<file path="config.mk">
export PLATFORM = sky130hd
export DESIGN_NAME = cevero_dvfs_governor
export DESIGN_NICKNAME = d
export VERILOG_FILES = /design/src/rtl/cevero_dvfs_pkg.sv /design/src/rtl/cevero_err_window.sv /design/src/rtl/cevero_dvfs_governor.sv
export SDC_FILE = /design/constraint.sdc
export NUM_CORES = 1
export LEC_CHECK = 0
export ABC_AREA = 1
export CAP_MARGIN = 20
export CORE_UTILIZATION = 45
export CTS_CLUSTER_SIZE = 16
export DETAILED_ROUTE_END_ITERATION = 10
export GPL_TIMING_DRIVEN = 0
export PLACE_DENSITY_LB_ADDON = 0.3
export SYNTH_ARGS = -nofsm -noshare
export SYNTH_HDL_FRONTEND = slang
export SYNTH_HIERARCHICAL = 1
export SYNTH_SLANG_ARGS = --single-unit
</file>
<file path="constraint.sdc">
create_clock -name clk_i -period 3.38 [get_ports clk_i]
set_input_delay 0.507 -clock clk_i [delete_from_list [all_inputs] [get_ports clk_i]]
set_output_delay 0.507 -clock clk_i [all_outputs]
set_load 0.01 [all_outputs]
</file>
<file path="src/rtl/cevero_dvfs_pkg.sv">
// Shared types and helpers for the DVFS governor: FSM states, window decisions
// and the default-level clamp.
package cevero_dvfs_pkg;

    typedef enum logic [1:0] {
        IDLE,
        MONITOR,
        SETTLE
    } gov_state_e;

    typedef enum logic [1:0] {
        HOLD,
        RAISE,
        LOWER,
        ALARM
    } gov_decision_e;

    function automatic int unsigned clamp_level(input int unsigned level,
                                                input int unsigned num_levels);
        return (level >= num_levels) ? num_levels - 1 : level;
    endfunction

endpackage

</file>
<file path="src/rtl/cevero_err_window.sv">
// Observation window: cycle counter, saturating popcount accumulator of the
// error inputs and a strobe for the last cycle of each window.
module cevero_err_window #(
    parameter int unsigned NumSources = 2,
    parameter int unsigned TimeFrame  = 10,
    parameter int unsigned CntW       = $clog2(TimeFrame * NumSources + 1)
) (
    input  logic                  clk_i,
    input  logic                  rst_i,
    input  logic                  clear_i,
    input  logic [NumSources-1:0] error_i,
    output logic [CntW-1:0]       err_count_o,
    output logic [CntW-1:0]       total_o,
    output logic                  win_end_o
);

    localparam int unsigned     WinW    = $clog2(TimeFrame);
    localparam logic [WinW-1:0] WinLast = WinW'(TimeFrame - 1);
    localparam logic [CntW-1:0] CntMax  = '1;

    logic [WinW-1:0] win_q, win_d;
    logic [CntW-1:0] cnt_q, cnt_d;
    logic [CntW:0]   sum_wide;

    always_comb begin
        // NOTE: every variable gets a default first so no path can infer a latch.
        sum_wide = {1'b0, cnt_q};
        for (int i = 0; i < NumSources; i++) begin
            sum_wide = sum_wide + {{CntW{1'b0}}, error_i[i]};
        end
        // total_o includes this cycle's errors; it is what the window-end decision sees
        total_o   = (sum_wide > {1'b0, CntMax}) ? CntMax : sum_wide[CntW-1:0];
        win_end_o = !clear_i && (win_q == WinLast);
        win_d     = win_q + 1'b1;
        cnt_d     = total_o;
        if (clear_i || win_end_o) begin
            win_d = '0;
            cnt_d = '0;
        end
    end

    always_ff @(posedge clk_i) begin
        // NOTE: non-blocking assignments so every flop samples pre-edge values.
        if (rst_i) begin
            win_q <= '0;
            cnt_q <= '0;
        end else begin
            win_q <= win_d;
            cnt_q <= cnt_d;
        end
    end

    assign err_count_o = cnt_q;

endmodule

</file>
<file path="src/rtl/cevero_dvfs_governor.sv">
// DVFS governor: steps the regulator level up on excessive windowed error rate
// and down after sustained clean windows, holding a settle period after changes.
module cevero_dvfs_governor
    import cevero_dvfs_pkg::*;
#(
    parameter int unsigned NumSources   = 2,
    parameter int unsigned NumLevels    = 4,
    parameter int unsigned TimeFrame    = 10,
    parameter int unsigned MaxErrorRate = 3,
    parameter int unsigned OkThreshold  = 3,
    parameter int unsigned SettleCycles = 4,
    parameter int unsigned LevelW       = $clog2(NumLevels),
    parameter int unsigned CntW         = $clog2(TimeFrame * NumSources + 1)
) (
    input  logic                  clk_i,
    input  logic                  rst_i,
    input  logic                  enable_i,
    input  logic [NumSources-1:0] error_i,
    input  logic [LevelW-1:0]     def_level_i,
    output logic [LevelW-1:0]     set_level_o,
    output logic                  changing_o,
    output logic [CntW-1:0]       err_count_o,
    output logic                  alarm_o
);

    localparam int unsigned       CleanW   = $clog2(OkThreshold + 1);
    localparam int unsigned       SettleW  = $clog2(SettleCycles + 1);
    localparam logic [LevelW-1:0] LevelTop = LevelW'(NumLevels - 1);

    gov_state_e          state_q, state_d;
    gov_decision_e       decision;
    logic [LevelW-1:0]   level_q, level_d;
    logic [CleanW-1:0]   clean_q, clean_d;
    logic [SettleW-1:0]  settle_q, settle_d;
    logic                alarm_q, alarm_d;
    logic                changing_q, changing_d;
    logic                win_clear, win_end;
    logic [CntW-1:0]     win_total;

    // The window only runs in MONITOR; leaving it or dropping enable discards the partial window
    assign win_clear = (state_q != MONITOR) || !enable_i;

    cevero_err_window #(
        .NumSources (NumSources),
        .TimeFrame  (TimeFrame),
        .CntW       (CntW)
    ) u_err_window (
        .clk_i       (clk_i),
        .rst_i       (rst_i),
        .clear_i     (win_clear),
        .error_i     (error_i),
        .err_count_o (err_count_o),
        .total_o     (win_total),
        .win_end_o   (win_end)
    );

    always_comb begin
        state_d  = state_q;
        level_d  = level_q;
        clean_d  = clean_q;
        settle_d = settle_q;
        alarm_d  = alarm_q;
        decision = HOLD;

        if (win_end) begin
            if (win_total > CntW'(MaxErrorRate)) begin
                decision = (level_q == LevelTop) ? ALARM : RAISE;
            end else if (win_total == '0 && clean_q == CleanW'(OkThreshold - 1) && level_q != '0) begin
                decision = LOWER;
            end
        end

        case (state_q)
            IDLE: begin
                level_d  = LevelW'(clamp_level(32'(def_level_i), NumLevels));
                clean_d  = '0;
                settle_d = '0;
                if (enable_i) state_d = MONITOR;
            end
            MONITOR: begin
                if (win_end) begin
                    if (win_total == '0) begin
                        clean_d = (clean_q == CleanW'(OkThreshold - 1)) ? '0 : clean_q + 1'b1;
                    end else begin
                        clean_d = '0;
                    end
                    case (decision)
                        RAISE: begin
                            level_d = level_q + 1'b1;
                            state_d = SETTLE;
                        end
                        LOWER: begin
                            level_d = level_q - 1'b1;
                            state_d = SETTLE;
                        end
                        ALARM:   alarm_d = 1'b1;
                        default: ;
                    endcase
                end
            end
            SETTLE: begin
                if (settle_q == SettleW'(SettleCycles - 1)) begin
                    settle_d = '0;
                    state_d  = MONITOR;
                end else begin
                    settle_d = settle_q + 1'b1;
                end
            end
            default: state_d = IDLE;
        endcase

        // Disable overrides everything except the sticky alarm
        if (!enable_i) begin
            state_d  = IDLE;
            clean_d  = '0;
            settle_d = '0;
        end

        changing_d = (state_d == SETTLE);
    end

    always_ff @(posedge clk_i) begin
        if (rst_i) begin
            state_q    <= IDLE;
            level_q    <= '0;
            clean_q    <= '0;
            settle_q   <= '0;
            alarm_q    <= 1'b0;
            changing_q <= 1'b0;
        end else begin
            state_q    <= state_d;
            level_q    <= level_d;
            clean_q    <= clean_d;
            settle_q   <= settle_d;
            alarm_q    <= alarm_d;
            changing_q <= changing_d;
        end
    end

    assign set_level_o = level_q;
    assign changing_o  = changing_q;
    assign alarm_o     = alarm_q;

endmodule

</file>
==> results of run 1 <==
## stage by stage
stage                     worst slack, ns  total power, W  area (um2)  std cells
after floorplan                     0.668        0.000276        1100        155
after global placement             0.0276        0.000294        1290        198
after detailed placement          -0.0683        0.000296        1290        198
after CTS                           0.251        0.000410        1310        201
after global routing               0.0214        0.000422        1320        201
final                               0.299        0.000402        1320        201
## synth_stat cells
cell type                  count  share of area (%)
sky130_fd_sc_hd__nand3b_1      1               0.68
sky130_fd_sc_hd__a21oi_1      12                5.4
sky130_fd_sc_hd__xnor2_1       1               0.79
sky130_fd_sc_hd__fa_1          1                1.8
sky130_fd_sc_hd__ha_1          7                7.9
sky130_fd_sc_hd__o211ai_1      1               0.68
sky130_fd_sc_hd__or2_0         1               0.57
sky130_fd_sc_hd__inv_1        30                 10
sky130_fd_sc_hd__inv_2         1               0.34
sky130_fd_sc_hd__nand3_1      10                4.5
sky130_fd_sc_hd__or2_1         1               0.57
sky130_fd_sc_hd__nand4_1       1               0.57
sky130_fd_sc_hd__o21ai_2       1               0.79
sky130_fd_sc_hd__nand2_1      34                 12
sky130_fd_sc_hd__o21ai_0       4                1.8
sky130_fd_sc_hd__a21oi_2       5                4.0
sky130_fd_sc_hd__nor2_1       14                4.8
sky130_fd_sc_hd__o21ai_1       2               0.91
sky130_fd_sc_hd__nor2_4        1                1.0
sky130_fd_sc_hd__nor2_2        2                1.1
sky130_fd_sc_hd__nand2_2       3                1.7
sky130_fd_sc_hd__nand2_4       2                2.0
sky130_fd_sc_hd__dfxtp_1      20                 36
## state kept, by name, indices dropped and copies added (netlist names)
| register | cells |
|---|---|
| alarm_o | 1 |
| u_err_window/win_q | 4 |
| changing_o | 1 |
| u_err_window/err_count_o | 5 |
| settle_q | 3 |
| clean_q | 2 |
| state_q | 2 |
| set_level_o | 2 |
## routing by layer
metal / GRT usage, % / share of wire [%]
met3: 5.56 / 3.5
met2: 28.1 / 46
met5: 0 / 0
met4: 9.46 / 2.1
met1: 23.0 / 48
## repair_timing
item	4_1_cts	5_1_grt
hold buffers	0	0
setup endpoints to repair	0	2
gates resized for setup	0	1
## report_power, final
part           switching, W  internal [W]
registers        0.00000427      0.000239
clock network     0.0000694     0.0000416
logic             0.0000254     0.0000219
## how the worst min path moves through the flow
stage           startpoint          end  slack [ns]  cells past startpoint
2_1_floorplan  settle_q[2]  settle_q[2]        0.41                      2
3_3_place_gp   settle_q[2]  settle_q[2]        0.43                      2
5_1_grt        settle_q[2]  settle_q[2]        0.48                      2
3_5_place_dp   settle_q[2]  settle_q[2]        0.43                      2
4_1_cts        settle_q[2]  settle_q[2]        0.44                      2
6_report       settle_q[2]  settle_q[2]        0.44                      2
## worst register-to-register path: cells and delay by family (launching register included)
family          cells  cell delay [ns]
compound gates      2             0.12
buf+inv             6             0.38
simple gates       11             0.96
flops               1             0.35
fa+ha+maj           3             0.81
## logic make-up (layout without fill, tap and decap cells)
logic type	Yosys count	count (layout)	synth area share [%]
AND/OR/NAND/NOR	70	70	29.1
buffers and inverters	31	49	10.5
AO/OA/AOI/OAI	25	25	13.6
flip-flops	20	20	36.2
adder cells (fa/ha/maj)	8	8	9.74
XOR/XNOR	1	1	0.793
## area by class of cell
type,count,area share [%]
Clock buffer,3,1.71
Inverter,31,8.85
Multi-Input combinational cell,104,44.9
Sequential cell,20,30.4
Tap cell,28,2.66
Timing Repair Buffer,15,11.4
==> results by stage, run 1 <==
Setup path:
- STA classifies the critical path startpoint as an input port.
- Counting both buffers and inverters, the worst setup path holds a total of 7.
- In this run the worst setup path terminates at set_level_o[1].
- The number of cells on the worst reg-to-reg path is 22.
- The launching instance or port of the critical path is error_i[0].
- The signal on the critical path passes through clkdlybuf4s50_1 > inv_1 > fa_1 > inv_1 > ha_1 > nand2_1 > inv_1 > nand3_1 > nand2_1 > inv_1 > inv_1 > nand2_1 > nor2_2 > nand3b_1 > o21ai_2 > inv_1 > ha_1 > nor2_2 > nand2_1 > nand2_2 > nand2_1 > nand2_1 > a21oi_2.
- In this design, the stage delay of the slowest critical-path cell is 0.48 ns.
- STA puts the critical path data arrival time at 3.29 ns.
- The logic depth of the worst setup path including buffers is 23.
- The worst register-to-register path begins at u_err_window/err_count_o[0].
- The worst register-to-register path ends at set_level_o[1].
- The kind of critical path is in -> reg.
- The endpoint type of the worst setup path is a register.
- The required time of the worst setup path is around 3.6 ns.
- The maximum fanout along the worst path is 3.
- The family with the most delay on the worst path is simple AND/OR/NAND/NOR gates.
- The worst setup slack for register-to-register paths is approximately 0.67 ns.
- The slowest cell on the critical path is sky130_fd_sc_hd__fa_1.

Layout:
- In the final layout, the multi-input gates occupy 591 um2.
- The area taken by flip-flops and latches is 400 um2.
- The most frequent standard cell in the layout excluding fill and tap cells is sky130_fd_sc_hd__nand2_1.
- In the final layout, the share of cells above drive strength 1 is 11.0%.
- The number of fillers in the final layout is 220.
- In the layout the commonest cells are 34 x sky130_fd_sc_hd__nand2_1, 30 x sky130_fd_sc_hd__inv_1, 20 x sky130_fd_sc_hd__dfxtp_1, 15 x sky130_fd_sc_hd__clkdlybuf4s50_1, 13 x sky130_fd_sc_hd__nor2_1.
- The layout overhead on the synthesized area is 19.0%.
- The number of diodes added for antenna fixing is 0.
- Cells fill 58.3% of the core in the end.
- The net count reported at finish is 190.

Die:
- The effective utilization at floorplan is 49.0%.
- The top-level I/O count is 16.
- The height of the chip is 51.6 um.
- The floorplan row count is 17.
- From left edge to right edge, the die measures 51.6 um.
- The die covers 2660 um2.
- The area of the core region is 2250 um2.

STA:
- The setup TNS is 0 ns.
- The hold violation total from the final report is 0.
- The worst pin sits at a relative slew slack of 76.4%.
- Across the routed clock network, the largest skew measured is 0.00246 ns.
- Hold timing on the final database bottoms out at a slack of 0.445 ns.
- The final number of max-transition violations is 0.
- The final clock period utilization by the worst path is about nine tenths.
- The total setup violations reported at the end of the flow is 0.
- The maximum clock frequency is 325 MHz.
- The slew at the pin closest to its max-slew limit is roughly 0.35 ns.
- Setup repair after global routing left no endpoint under its margin.
- The worst path needs 3.08 ns of the cycle, external delays included.

Routing:
- For this run, the detailed router's first-pass iteration total came to 4.
- The via count is 955.
- After detailed routing, the number of remaining DRC violations is 0.
- Once detail routing completed, the nets flagged for antenna violations numbered 0.
- The initial detailed-routing violation count is 19.
- The per-cell routed wire length is 10.3 um.
- The detailed-route wire length is 2070 um.
- The via-per-instance ratio is 4.75.

Clock tree:
- The clock tree buffer depth is 2.
- The post-CTS setup buffer count is 0.
- CTS saw 20 sinks.
- The number of buffers added by the clock tree synthesis step is 3.
- The clock tree root driver cell is sky130_fd_sc_hd__clkbuf_4.
- The H-tree depth reported by CTS is 1.
- After clock tree synthesis, the clock-pin slew on the worst setup and hold paths is roughly 0.1 ns.
- The insertion delay of the later-clocked pin in the worst-skew pair is 0.30 ns.
- TritonCTS built the clock tree.

Run:
- The tool flagged a number of max-cap violations equal to 0.

Global route:
- The number of global-route vias before repair is 828.
- The total global-route track usage is 18.3%.
- The largest net degree at the start of global routing is 11.
- The residual overflow from global routing is 0.
- The global-route wire length before repair is around 3600 um.
- The initial antenna violation count is 0.

Yosys:
- Summing every instance area after synthesis gives 1100 um2.
- Counting every instance in the synthesized netlist gives 155.
- The number of distinct library cells after synthesis is 23.
- The portion of the post-synthesis area used by sequential elements is 36.2%.
- The net count after synthesis is between 150 and 200.
- The yosys synthesis warning count is 6.
- Synthesis inferred 20 register bits.
- Dividing the synthesized area by the synthesized cell count gives approximately 7.1 um2.

Placed design:
- Buffers placed on the I/O ports in this run total 15.
- After legalization and detailed placement, the total HPWL measured 1630 um.
- The placer congestion estimate is 0.822.

Pwr:
- The total leakage power is 0.583 nW.
- The ratio of total power to cell area is 306 nW/um2.
- IR analysis of the VDD net gives a maximum drop of 0.259 mV.

Min path:
- The type of the tightest min-delay check is reg -> reg.

Status:
- The run finished with clean final reports.
Power figures use the tool's default switching activity.
==> run 2, diff against run 1 <==
--- a/config.mk
+++ b/config.mk
@@ -8,6 +8,7 @@
 export ABC_AREA = 1
 export CAP_MARGIN = 20
 export CORE_UTILIZATION = 45
+export CTS_BUF_LIST = sky130_fd_sc_hd__clkbuf_16
 export CTS_CLUSTER_SIZE = 16
 export DETAILED_ROUTE_END_ITERATION = 10
 export GPL_TIMING_DRIVEN = 0
==> constraint.sdc (replaced) <==
create_clock -name clk_i -period 3.4 [get_ports clk_i]
set_input_delay 0.51 -clock clk_i [delete_from_list [all_inputs] [get_ports clk_i]]
set_output_delay 0.51 -clock clk_i [all_outputs]
set_load 0.01 [all_outputs]
==> results by stage, run 2 (synthesis results as in run 1) <==
Layout:
- Compared with the post-synthesis result, the final layout area differs by 24.5%.
- The post-route non-filler standard cell count is 201 (unchanged).
- The most frequent standard cell in the layout excluding fill and tap cells is sky130_fd_sc_hd__nand2_1.
- The number of flip-flops under the largest register name was 5 (unchanged).
- The final non-filler cell area was 1380 um2 (+4.6%).
- The net count reported at finish was 190 (unchanged).
- The number of diodes added for antenna fixing is 0 (unchanged).
- In the layout the commonest cells are 34 x sky130_fd_sc_hd__nand2_1, 30 x sky130_fd_sc_hd__inv_1, 20 x sky130_fd_sc_hd__dfxtp_1, 15 x sky130_fd_sc_hd__clkdlybuf4s50_1, 13 x sky130_fd_sc_hd__nor2_1.
- The number of fillers in the final layout is 209 (-5.0%).
- The layout cell share with drive strength beyond 1 is 11.6% (+0.58 points).

Clock tree:
- The insertion delay of the later-clocked pin in the worst-skew pair is 0.25 ns (-0.05 ns).
- The number of buffers added by the clock tree synthesis step is 3 (unchanged).
- The post-CTS clock slew at the launch and capture registers of the worst setup and hold paths came to 0.05 ns (-0.05 ns).
- The H-tree depth reported by CTS is 1 (unchanged).
- The number of sinks on the clock net is 20 (unchanged).
- The clock tree buffer depth is 2 (unchanged).
- TritonCTS built the clock tree.
- The post-CTS setup buffer count was 0 (unchanged).
- The clock tree root driver cell is sky130_fd_sc_hd__clkbuf_16.

Routing:
- The routed length on met3 is 70 um (-4.1%).
- The met2 wire length came to 965 um (+1.3%).
- The count of antenna-violating nets left after detailed routing is 0 (unchanged).
- The number of detailed-route iterations in the first pass is 4 (unchanged).
- The per-cell routed wire length is 10.3 um (about the same).
- The top metal layer carrying routed signals is met4.
- The via-per-instance ratio is 4.73 (-0.52%).
- The via count is 950 (-0.52%).
- The number of remaining DRC errors is 0 (unchanged).
- The wire length on met1 is 1000 um (+0.80%).
- The detailed-route wire length is 2060 um (about the same).
- The initial detailed-routing violation count is 17 (-2).

Placed design:
- The cell total after placement is 198 (unchanged).
- The post-placement worst setup slack is -0.0513 ns (+0.0170 ns).
- The quantity of I/O buffers inserted on ports was 15 (unchanged).
- The placer congestion estimate is 0.822 (unchanged).
- The estimated wirelength of the detail-placed design is 1630 um (unchanged).
- The post-detailed-placement cell area was 1290 um2 (unchanged).

STA:
- The clock tree skew after final layout is 0.00196 ns (-0.000496 ns).
- Setup repair after global routing left no endpoint under its margin.
- The final number of max-transition violations was 0 (unchanged).
- The slew at the pin closest to its max-slew limit came to 0.352 ns (-0.00128 ns).
- The worst relative slew slack was 76.5% (+0.085 points).
- The final period demand of the worst path is around 3.2 ns.
- The total setup violations reported at the end of the flow is 0 (unchanged).
- The maximum clock frequency is roughly 320 MHz.
- The final clock period utilization by the worst path is 92.9%.
- The setup slack after layout is 0.242 ns (-0.0572 ns).
- The hold violation total from the final report is 0 (unchanged).

Die:
- The height of the chip is 51.6 um (unchanged).
- The floorplan row count is 17 (unchanged).
- The die footprint is 2660 um2 (unchanged).
- The effective utilization at floorplan came to 49.0% (unchanged).
- The top-level I/O count is 16 (unchanged).
- The die boundary width is 51.6 um (unchanged).
- The area of the core region is 2250 um2 (unchanged).

Global route:
- The total global-route track usage is 18.7% (+0.37 points).
- The largest net degree at the start of global routing is 11 (unchanged).
- The initial antenna violation count is 0 (unchanged).
- The global-route wire length before repair is 3620 um (+1.9%).
- The number of global-route vias before repair is 840 (+1.4%).
- The residual overflow from global routing is 0 (unchanged).

Min path:
- The number of cells traversed by the worst hold path is 2 (unchanged).
- The min-delay analysis places its worst path in the category reg -> reg.

Status:
- The flow ran to the end, and the final reports show no timing, DRC or antenna violations.

Setup path:
- The worst reg-to-reg path cell count is 18 (-18%).
- The endpoint type of the worst setup path is a register.
- The maximum fanout along the worst path is 3 (unchanged).
- The kind of launch point of the worst setup path is an input port.
- The critical path is of the in -> reg type.
- The data arrival at the endpoint of the critical path came to 3.30 ns (about the same).
- The required time of the worst setup path was 3.54 ns (-0.05 ns).

Pwr:
- The ratio of total power to cell area is 380 nW/um2 (+24%).
- The overall power consumption came to 0.000523 W (+30%).
- The total leakage power came to 0.605 nW (+3.7%).
- The peak ir drop on the vdd network is 0.380 mV (+47%).

Run:
- The max-cap check violation count is 0 (unchanged).
==> run 2: changes by cell type in the layout (fill, tap and decap cells not counted) <==
cell,before,now
sky130_fd_sc_hd__ha_2,0,1
sky130_fd_sc_hd__clkbuf_4,3,0
sky130_fd_sc_hd__ha_1,7,6
sky130_fd_sc_hd__nor2_2,3,2
sky130_fd_sc_hd__clkbuf_16,0,3
sky130_fd_sc_hd__nor2_4,1,2
==> run 2: worst max-delay path, stage by stage <==
cell and delay, ns:
sky130_fd_sc_hd__clkdlybuf4s50_1 0.46, sky130_fd_sc_hd__inv_1 0.05, sky130_fd_sc_hd__fa_1 0.48, sky130_fd_sc_hd__inv_1 0.12, sky130_fd_sc_hd__ha_2 0.27, sky130_fd_sc_hd__inv_1 0.08
sky130_fd_sc_hd__nand2_1 0.05, sky130_fd_sc_hd__or2_0 0.26, sky130_fd_sc_hd__nor2_4 0.14, sky130_fd_sc_hd__nand3b_1 0.11, sky130_fd_sc_hd__o21ai_2 0.09, sky130_fd_sc_hd__inv_1 0.06
sky130_fd_sc_hd__ha_1 0.19, sky130_fd_sc_hd__nor2_2 0.11, sky130_fd_sc_hd__nand2_1 0.07, sky130_fd_sc_hd__nand2_2 0.09, sky130_fd_sc_hd__nand2_1 0.05, sky130_fd_sc_hd__nand2_1 0.07
sky130_fd_sc_hd__a21oi_2 0.03
==> run 2: area by class of cell <==
type	count	area [um2]	area share, %
clock buffer	3	75.1	5.46
inverter	31	116	8.46
multi-input combinational	104	598	43.5
sequential	20	400	29.1
tap	28	35.0	2.55
timing repair buffer	15	150	10.9
==> run 2: timing repair <==
action,in CTS,in global routing
hold buffers,0,0
gates resized for setup,0,3
endpoints found under the setup margin,0,3
==> run 2: through the flow <==
step	hold slack, ns	util, %	setup TNS [ns]
after detailed placement	0.429	57.2	-0.0600
after floorplan	0.414	-	0
after CTS	0.436	60.5	0
after global placement	0.426	57.2	0
after global routing	0.472	61.0	0
final	0.438	61.0	0
==> run 2: power by group <==
part	internal (W)	switching, W
registers	0.000238	0.00000423
logic	0.0000225	0.0000261
clock network	0.000155	0.0000767
total	0.000416	0.000107
==> run 2: path summary, 6_finish.rpt <==
check / from / end / slack [ns]
hold reg to reg: settle_q[2] / settle_q[2] / 0.44
setup reg to reg: u_err_window/err_count_o[0] / set_level_o[1] / 0.69
hold / removal: settle_q[2] / settle_q[2] / 0.44
setup / recovery: error_i[0] / set_level_o[1] / 0.24
==> run 2: routing by layer <==
| layer | vias up | global-route usage, % |
|---|---|---|
| li1 | 519 | - |
| met1 | 421 | 23.9 |
| met2 | 8 | 28.4 |
| met3 | 2 | 6.43 |
| met4 | 0 | 8.11 |
| met5 | - | 0 |
